**config.mk**
```make
export PLATFORM = sky130hd
export DESIGN_NAME = fetch_stage
export DESIGN_NICKNAME = d
export VERILOG_FILES = /design/src/rtl/fetch_stage_pkg.sv /design/src/rtl/fetch_stage_pc_next_sel.sv /design/src/rtl/fetch_stage.sv
export SDC_FILE = /design/constraint.sdc
export NUM_CORES = 1
export LEC_CHECK = 0
export ABC_AREA = 1
export ABC_CLOCK_PERIOD_IN_PS = 4600
export BUFFER_PORTS_ARGS = -buffer_cell sky130_fd_sc_hd__buf_2
export CAP_MARGIN = 30
export CELL_PAD_IN_SITES_DETAIL_PLACEMENT = 1
export CELL_PAD_IN_SITES_GLOBAL_PLACEMENT = 1
export CORE_ASPECT_RATIO = 1.5
export CORE_MARGIN = 5
export CORE_UTILIZATION = 42
export CTS_CLUSTER_DIAMETER = 200
export DETAILED_ROUTE_END_ITERATION = 10
export PLACE_DENSITY_LB_ADDON = 0.1
export SYNTH_ARGS = -nofsm -noshare
export SYNTH_HDL_FRONTEND = slang
export SYNTH_SLANG_ARGS = --single-unit
```
**constraint.sdc**
```tcl
create_clock -name clk -period 4.6 [get_ports clk]
set_input_delay 0.46 -clock clk [delete_from_list [all_inputs] [get_ports clk]]
set_output_delay 0.46 -clock clk [all_outputs]
set_load 0.02 [all_outputs]
```
**src/rtl/fetch_stage_pkg.sv**
```systemverilog
// Shared constants for the instruction-fetch stage: pc_sel codes, the NOP
// bubble encoding, fetch FSM state encodings and the redirect-decision helper.
package fetch_stage_pkg;

  typedef logic [1:0] pc_sel_t;

  localparam pc_sel_t PC_SEL_SEQ  = 2'd0;
  localparam pc_sel_t PC_SEL_BR   = 2'd1;
  localparam pc_sel_t PC_SEL_JAL  = 2'd2;
  localparam pc_sel_t PC_SEL_JALR = 2'd3;

  localparam logic [31:0] INSTR_NOP = 32'h0000_0013;

  localparam logic [1:0] S_REQ  = 2'd0;
  localparam logic [1:0] S_WAIT = 2'd1;
  localparam logic [1:0] S_HOLD = 2'd2;

  // Control-flow change requested by decode, ignoring validity and stalls.
  function automatic logic takes_redirect(input pc_sel_t sel, input logic br_true);
    logic taken;
    case (sel)
      PC_SEL_JAL:  taken = 1'b1;
      PC_SEL_JALR: taken = 1'b1;
      PC_SEL_BR:   taken = br_true;
      default:     taken = 1'b0;
    endcase
    return taken;
  endfunction

endpackage

```
**src/rtl/fetch_stage_pc_next_sel.sv**
```systemverilog
// Redirect target mux: picks the decode-resolved target for the current pc_sel
// and forces word alignment.
module fetch_stage_pc_next_sel
  import fetch_stage_pkg::*;
#(
  parameter int unsigned XLEN = 32
) (
  input  logic [1:0]      pc_sel,
  input  logic            br_true,
  input  logic [XLEN-1:0] br_decode,
  input  logic [XLEN-1:0] jal_decode,
  input  logic [XLEN-1:0] jalr_decode,
  output logic            taken,
  output logic [XLEN-1:0] target
);

  logic [XLEN-1:0] raw_target_s;

  // Select the raw target and clear the two low address bits.
  always_comb begin
    taken = takes_redirect(pc_sel, br_true);
    case (pc_sel)
      PC_SEL_BR:   raw_target_s = br_decode;
      PC_SEL_JAL:  raw_target_s = jal_decode;
      PC_SEL_JALR: raw_target_s = jalr_decode;
      default:     raw_target_s = jal_decode;
    endcase
    target = raw_target_s & {{(XLEN-2){1'b1}}, 2'b00};
  end

endmodule

```
**src/rtl/fetch_stage.sv**
```systemverilog
// Instruction-fetch stage: single-outstanding imem requests, a one-entry skid
// buffer for stalled responses, the IF/ID register and redirect/kill handling.
module fetch_stage
  import fetch_stage_pkg::*;
#(
  parameter int unsigned      XLEN     = 32,
  parameter logic [XLEN-1:0]  RESET_PC = {XLEN{1'b0}}
) (
  input  logic            clk,
  input  logic            rst_n,
  output logic            imem_req_valid,
  input  logic            imem_req_ready,
  output logic [XLEN-1:0] imem_addr,
  input  logic            imem_rsp_valid,
  input  logic [31:0]     imem_rsp_data,
  input  logic            stall_decode,
  input  logic [1:0]      pc_sel,
  input  logic            br_true,
  input  logic [XLEN-1:0] br_decode,
  input  logic [XLEN-1:0] jal_decode,
  input  logic [XLEN-1:0] jalr_decode,
  output logic [XLEN-1:0] pc_decode,
  output logic [31:0]     instr_decode,
  output logic            valid_decode
);

  localparam logic [XLEN-1:0] PC_STEP = {{(XLEN-3){1'b0}}, 3'b100};

  logic [1:0]      state_r, state_nxt_s;
  logic [XLEN-1:0] fetch_pc_r, fetch_pc_nxt_s;
  logic [XLEN-1:0] req_pc_r, req_pc_nxt_s;
  logic            kill_r, kill_nxt_s;
  logic            req_valid_r;
  logic [XLEN-1:0] skid_pc_r, skid_pc_nxt_s;
  logic [31:0]     skid_instr_r, skid_instr_nxt_s;
  logic [XLEN-1:0] pc_decode_r, pc_decode_nxt_s;
  logic [31:0]     instr_decode_r, instr_decode_nxt_s;
  logic            valid_decode_r, valid_decode_nxt_s;

  logic            taken_s;
  logic [XLEN-1:0] target_s;
  logic            redirect_s;
  logic            deliver_s;
  logic [XLEN-1:0] deliver_pc_s;
  logic [31:0]     deliver_instr_s;

  fetch_stage_pc_next_sel #(.XLEN(XLEN)) u_pc_next_sel (
    .pc_sel      (pc_sel),
    .br_true     (br_true),
    .br_decode   (br_decode),
    .jal_decode  (jal_decode),
    .jalr_decode (jalr_decode),
    .taken       (taken_s),
    .target      (target_s)
  );

  // Only an instruction actually leaving IF/ID this cycle may redirect fetch.
  assign redirect_s = valid_decode_r & ~stall_decode & taken_s;

  // Fetch FSM, skid capture and redirect/kill next-state logic.
  always_comb begin
    state_nxt_s      = state_r;
    fetch_pc_nxt_s   = fetch_pc_r;
    req_pc_nxt_s     = req_pc_r;
    kill_nxt_s       = kill_r;
    skid_pc_nxt_s    = skid_pc_r;
    skid_instr_nxt_s = skid_instr_r;
    deliver_s        = 1'b0;
    deliver_pc_s     = req_pc_r;
    deliver_instr_s  = imem_rsp_data;

    case (state_r)
      S_REQ: begin
        if (req_valid_r && imem_req_ready) begin
          req_pc_nxt_s   = fetch_pc_r;
          fetch_pc_nxt_s = fetch_pc_r + PC_STEP;
          state_nxt_s    = S_WAIT;
          if (redirect_s) begin
            kill_nxt_s = 1'b1;
          end else begin
            kill_nxt_s = kill_r;
          end
        end else begin
          state_nxt_s = S_REQ;
        end
      end
      S_WAIT: begin
        if (imem_rsp_valid) begin
          state_nxt_s = S_REQ;
          if (kill_r || redirect_s) begin
            kill_nxt_s = 1'b0;
          end else if (!stall_decode) begin
            deliver_s = 1'b1;
          end else begin
            skid_pc_nxt_s    = req_pc_r;
            skid_instr_nxt_s = imem_rsp_data;
            state_nxt_s      = S_HOLD;
          end
        end else if (redirect_s) begin
          kill_nxt_s = 1'b1;
        end else begin
          state_nxt_s = S_WAIT;
        end
      end
      S_HOLD: begin
        if (!stall_decode) begin
          state_nxt_s     = S_REQ;
          deliver_s       = ~redirect_s;
          deliver_pc_s    = skid_pc_r;
          deliver_instr_s = skid_instr_r;
        end else begin
          state_nxt_s = S_HOLD;
        end
      end
      default: begin
        state_nxt_s = S_REQ;
        kill_nxt_s  = 1'b0;
      end
    endcase

    if (redirect_s) begin
      fetch_pc_nxt_s = target_s;
    end else begin
      fetch_pc_nxt_s = fetch_pc_nxt_s;
    end
  end

  // IF/ID next value: redirect bubbles, stall holds, otherwise load or bubble.
  always_comb begin
    pc_decode_nxt_s    = pc_decode_r;
    instr_decode_nxt_s = instr_decode_r;
    valid_decode_nxt_s = valid_decode_r;
    if (redirect_s) begin
      instr_decode_nxt_s = INSTR_NOP;
      valid_decode_nxt_s = 1'b0;
    end else if (stall_decode) begin
      valid_decode_nxt_s = valid_decode_r;
    end else if (deliver_s) begin
      pc_decode_nxt_s    = deliver_pc_s;
      instr_decode_nxt_s = deliver_instr_s;
      valid_decode_nxt_s = 1'b1;
    end else begin
      instr_decode_nxt_s = INSTR_NOP;
      valid_decode_nxt_s = 1'b0;
    end
  end

  // State, skid and IF/ID registers.
  always_ff @(posedge clk or negedge rst_n) begin
    if (!rst_n) begin
      state_r        <= S_REQ;
      fetch_pc_r     <= RESET_PC;
      req_pc_r       <= {XLEN{1'b0}};
      kill_r         <= 1'b0;
      req_valid_r    <= 1'b0;
      skid_pc_r      <= {XLEN{1'b0}};
      skid_instr_r   <= INSTR_NOP;
      pc_decode_r    <= {XLEN{1'b0}};
      instr_decode_r <= INSTR_NOP;
      valid_decode_r <= 1'b0;
    end else begin
      state_r        <= state_nxt_s;
      fetch_pc_r     <= fetch_pc_nxt_s;
      req_pc_r       <= req_pc_nxt_s;
      kill_r         <= kill_nxt_s;
      req_valid_r    <= (state_nxt_s == S_REQ);
      skid_pc_r      <= skid_pc_nxt_s;
      skid_instr_r   <= skid_instr_nxt_s;
      pc_decode_r    <= pc_decode_nxt_s;
      instr_decode_r <= instr_decode_nxt_s;
      valid_decode_r <= valid_decode_nxt_s;
    end
  end

  assign imem_req_valid = req_valid_r;
  assign imem_addr      = fetch_pc_r;
  assign pc_decode      = pc_decode_r;
  assign instr_decode   = instr_decode_r;
  assign valid_decode   = valid_decode_r;

endmodule

```
# Word-level counts from Yosys, hierarchy flattened
# Index checks and enable logic that the tools add are counted.
# op_classes
eq_ne,8
n_reduce_logical,12
n_mux,29
bitwise_logic,6
addsub,1
# op_table
operator,count
32-bit 2-to-1 mux,8
32-bit case mux with 2 select lines,1
32-bit by 3-bit adder with 32-bit output (second input constant),1
1-bit 2-to-1 mux,12
2-bit 2-to-1 mux,4
2-bit == test (second input constant),3
2-bit case mux with 3 select lines,1
3-bit AND reduction,2
2-bit by 1-bit == test with 1-bit output (second input constant),2
2-bit zero test,2
1-bit NOT,4
1-bit case mux with 2 select lines,2
2-bit AND reduction,2
4-bit AND reduction,1
2-bit nonzero test,2
3-bit inequality test (second input constant),1
1-bit case mux with 3 select lines,1
1-bit bitwise AND,2
2-bit by 1-bit inequality test with 1-bit output (second input constant),1
2-bit inequality test (second input constant),1
2-bit OR reduction,1
1-bit logical AND,1
1-bit logical OR,1
# word_totals
inputBits,136
regBits,197
word_cells,66
out_inout_bits,98

# Longest topological paths before layout
# depth
ltp_word,11
mapped_depth,10
depth_no_buf,10

# Hierarchy
# A second synthesis with hierarchy kept.
# hier_totals
cells_unflattened,1276
hier_area_um2,9804.4
# modules_own_cells
mod,instances,area_each_um2,cells_per_inst
fetch_stage,1,9087.5,1133
fetch_stage_pc_next_sel,1,716.9,143

# Worst setup path after synthesis
# Ideal clock, no wire load.
# synth_timing
kind,register to register
start,register fetch_pc_r[2] (netlist: imem_addr[2])
end,register fetch_pc_r[18] (netlist: imem_addr[18])
setup_slack_ns,2.956
synth_period_minus_slack_ns,1.644
path_buffers,0
arrival_time_ns,1.567
stages_incl_launch_ff,9
setup_ns,0.077
required_ns,4.523
path_cell_list,dfrtp_1 -> ha_1 -> nand2_1 -> nor2_2 -> nand2_1 -> nor2_1 -> xor2_1 -> nand2_1 -> a21oi_1
# synth_between
elab_chain_cells,4
# synth_lines
item,line,rtl
"start, declared",fetch_stage.sv:30,"logic [XLEN-1:0] fetch_pc_r, fetch_pc_nxt_s;"
"start signal, assigned",fetch_stage.sv:163,fetch_pc_r <= fetch_pc_nxt_s;
32-bit by 3-bit adder with 32-bit output,fetch_stage.sv:76,fetch_pc_nxt_s = fetch_pc_r + PC_STEP;
32-bit 2-to-1 mux,fetch_stage.sv:74,if (req_valid_r && imem_req_ready) begin
32-bit 2-to-1 mux,fetch_stage.sv:72,case (state_r)
32-bit 2-to-1 mux,fetch_stage.sv:121,if (redirect_s) begin
# No other way between the ends. The select of a mux whose other input is x is not followed.
# A chain may end at the register's enable or synchronous reset.

# Final worst setup path
# layout_timing
start,register state_r[1]
end,register skid_pc_r[9]
# layout_between
elab_chain_cells,2
# layout_lines
item,line,rtl
"start, declared",fetch_stage.sv:29,"logic [1:0] state_r, state_nxt_s;"
"start signal, assigned",fetch_stage.sv:162,state_r <= state_nxt_s;
2-bit by 1-bit == test with 1-bit output,fetch_stage.sv:72,
4-bit AND reduction (no line),--,
"end signal, assigned",fetch_stage.sv:156,skid_pc_r <= {XLEN{1'b0}};
"end signal, assigned",fetch_stage.sv:167,skid_pc_r <= skid_pc_nxt_s;
"end, declared",fetch_stage.sv:34,"logic [XLEN-1:0] skid_pc_r, skid_pc_nxt_s;"
# No other way between the ends.

==> flow_summary.toml <==
[synthesis]
synthArstFlopShare = 1.000
ys_warn_count = 0
synth.cells.most_frequent = "448 x nand2_1, 183 x dfrtp_1, 102 x inv_1"
synth.cell_area_sq_um = 9383
synth_flop_cell = "dfrtp_1"
synth_area_leaders = "dfrtp_1 49%, nand2_1 18%, o21ai_0 5.3%, inv_1 4.1%, nor2_1 4.0%"
yosysSeqAreaShare = 0.5049
avgSynthCellArea_sq_um = 7.647
synth.distinct_cells = 30
yosysMostFrequentCell = "nand2_1"
synth_edf_count = 0
synth_top_area_frac = 0.4881
synth_cells = 1227
synth_top_cell_by_area = "dfrtp_1"
ys_ff_latch = 189

[drt]
viasPerCell = 5.032
drt-total-wl_um = 28300
ant_nets = 0
wire_per_inst_um = 16.55
drc = 0
drt_iter0_markers = 303
vias = 8604
first_pass_iters = 4

[critical_path]
critPathMaxFanout = 77
max_stage_delay_ns = 0.69
worstPathArrival_ns = 2.84
critPathCaptureType = "flop"
startpoint_type = "flop"
crit_path_cell_trace = "inv_1 -> ha_1 -> nand2_1 -> nor3_4 -> buf_4 -> inv_2 -> buf_4 -> nand2_1 -> o21ai_1"
critPathBufInv = 4
crit_family = "buffers and inverters"
cp_slowest_cell = "buf_4"
critical_path_class = "reg2reg"
required_ns = 4.94

[global_routing]
grt_pass1_vias = 9072
antenna_found_initial = 0
grt.overflow.total = 0
grt_usage = 0.2238
grt_first_pass_wirelength_um = 46010
grt_max_degree = 113

[pwr]
p_leak_nw = 5.996
vdd_drop_max_uv = 290.6
powerDensity_nw_per_um2 = 611.0
p_total_mw = 6.892

[place]
pre_cts_ws_ns = 1.719
placed_area_sq_um = 10700
port-buffer-count = 223
dp.cells = 1678
gp_congestion = 0.8857
post-dp-hpwl_um = 20820

[timing]
holdWs_ns = 0.07651
fin_ws_ns = 2.097
hold_viol = 0
setup_viol = 0
min_period_over_period = 0.5442
timing.fmax_ghz = 0.3995
grt_setup_unrepaired = "false"
tightestPinTransition_ns = 0.8367
slew_headroom = 0.4422
drv_slew = 0
tns_ns = 0
finClkSkew_ns = 0.007367
post-route-min-period_ns = 2.503

[finish]
finalNonFillerCells = 1710
final_area_sq_um = 11280
fillers = 2838
final_core_util = 0.5078
nets = 1563
diodes = 0
drive_gt1_frac = 0.1987
syn2layout_area_growth_pct = 20.23

[outcome]
status = "completed"

[flow_run]
maxCapViolCount = 0

[clock_network]
postCtsHoldBufs = 0
ctsResizeCount = 0
cts.path.max_buffers = 2
worstSkewPairLatency_ns = 0.43
cts.sinks = 189
clkTransAtPathRegs_ns = 0.07
cts_root_buf = "clkbuf_16"
post-cts-setup-buffers = 0
numCtsBuffers = 17
htreeDepth = 4
cts_tree = "yes"

[floorplanning]
die-width_um = 132.0
die_y_um = 193.1
start_util = 0.4224
num_rows = 67
io_pins = 234
die_area_sq_um = 25490
coreArea_sq_um = 22220

[worst_hold_path]
min_path_type = "in2async"
-- report_power, final --
group / internal [mW] / leakage, nW / switching [mW] / total, mW
Sequential: 2.33 / 2.33 / 0.485 / 2.81
Combinational: 0.887 / 3.40 / 1.80 / 2.68
Clock: 0.768 / 0.267 / 0.629 / 1.40
-- cell usage in the layout, fill, tap and decap left out, types with 5 or more instances in the layout --
cell type  netlist  final
buf_2           28    222
o21ai_1         34     34
nor2_1         101    100
dfrtp_1        183    183
nand3_1         58     57
clkinv_2         0      5
dfstp_2          6      6
inv_2            5      5
mux2i_1         33     33
clkbuf_16        0     17
inv_1          102    102
a21oi_1         56     56
nand2_1        448    448
buf_4            7      8
o21ai_0        100    100
xor2_1           7      7
nor2_2           4      5
-- final timing paths --
kind	from	to	slack, ns	cells after the start
setup reg to reg	state_r[1]	skid_pc_r[9]	2.10	9
min in group clk	imem_rsp_data[0]	skid_instr_r[0]	0.25	3
hold / removal	rst_n	instr_decode[2]	0.08	2
setup / recovery	state_r[1]	skid_pc_r[9]	2.10	9
hold reg to reg	skid_instr_r[0]	skid_instr_r[0]	0.47	2
max in group asynchronous	rst_n	pc_decode[29]	3.58	3
-- cells by family after synthesis --
logic type	count (synthesis)	share of synthesized area
other cells	1	0.0003997
buf+inv	168	0.07374
xor+xnor	8	0.007468
fa+ha+maj	5	0.006668
mux	33	0.03521
compound gates	204	0.1121
flops	189	0.5049
simple gates	619	0.2595
-- flip-flops by register name, summed over array words and instances, names as in the netlist --
name / count
instr_decode: 32
skid_instr_r: 32
imem_addr: 30
pc_decode: 30
req_pc_r: 30
skid_pc_r: 30
state_r: 2
imem_req_valid: 1
kill_r: 1
valid_decode: 1
-- final cells by class --
cell class	instances	area, sq um	share of cell area
timing repair buffer	234	1260	0.1117
tap	276	345.3	0.03061
multi-input combinational	873	3985	0.3533
sequential	189	4737	0.4199
clock inverter	11	95.09	0.008429
clock buffer	20	456.7	0.04048
inverter	107	401.6	0.03560
-- worst reg2reg max path, delay by kind of cell (launching register included) --
family / cells / cell delay (ns)
buffers and inverters: 4 / 1.34
flip-flops: 1 / 0.43
AND/OR/NAND/NOR: 3 / 0.34
adder cells (fa/ha/maj): 1 / 0.19
AO/OA/AOI/OAI: 1 / 0.12
-- layer usage --
layer / part of all wire / vias up / GRT usage
met1: 0.41 / 4111 / 0.2617
met5: 0 / - / 0
li1: - / 4270 / -
met4: 0.031 / 0 / 0.08868
met3: 0.038 / 45 / 0.03738
met2: 0.52 / 178 / 0.4089
No activity file was read; power rests on OpenSTA's default activity.
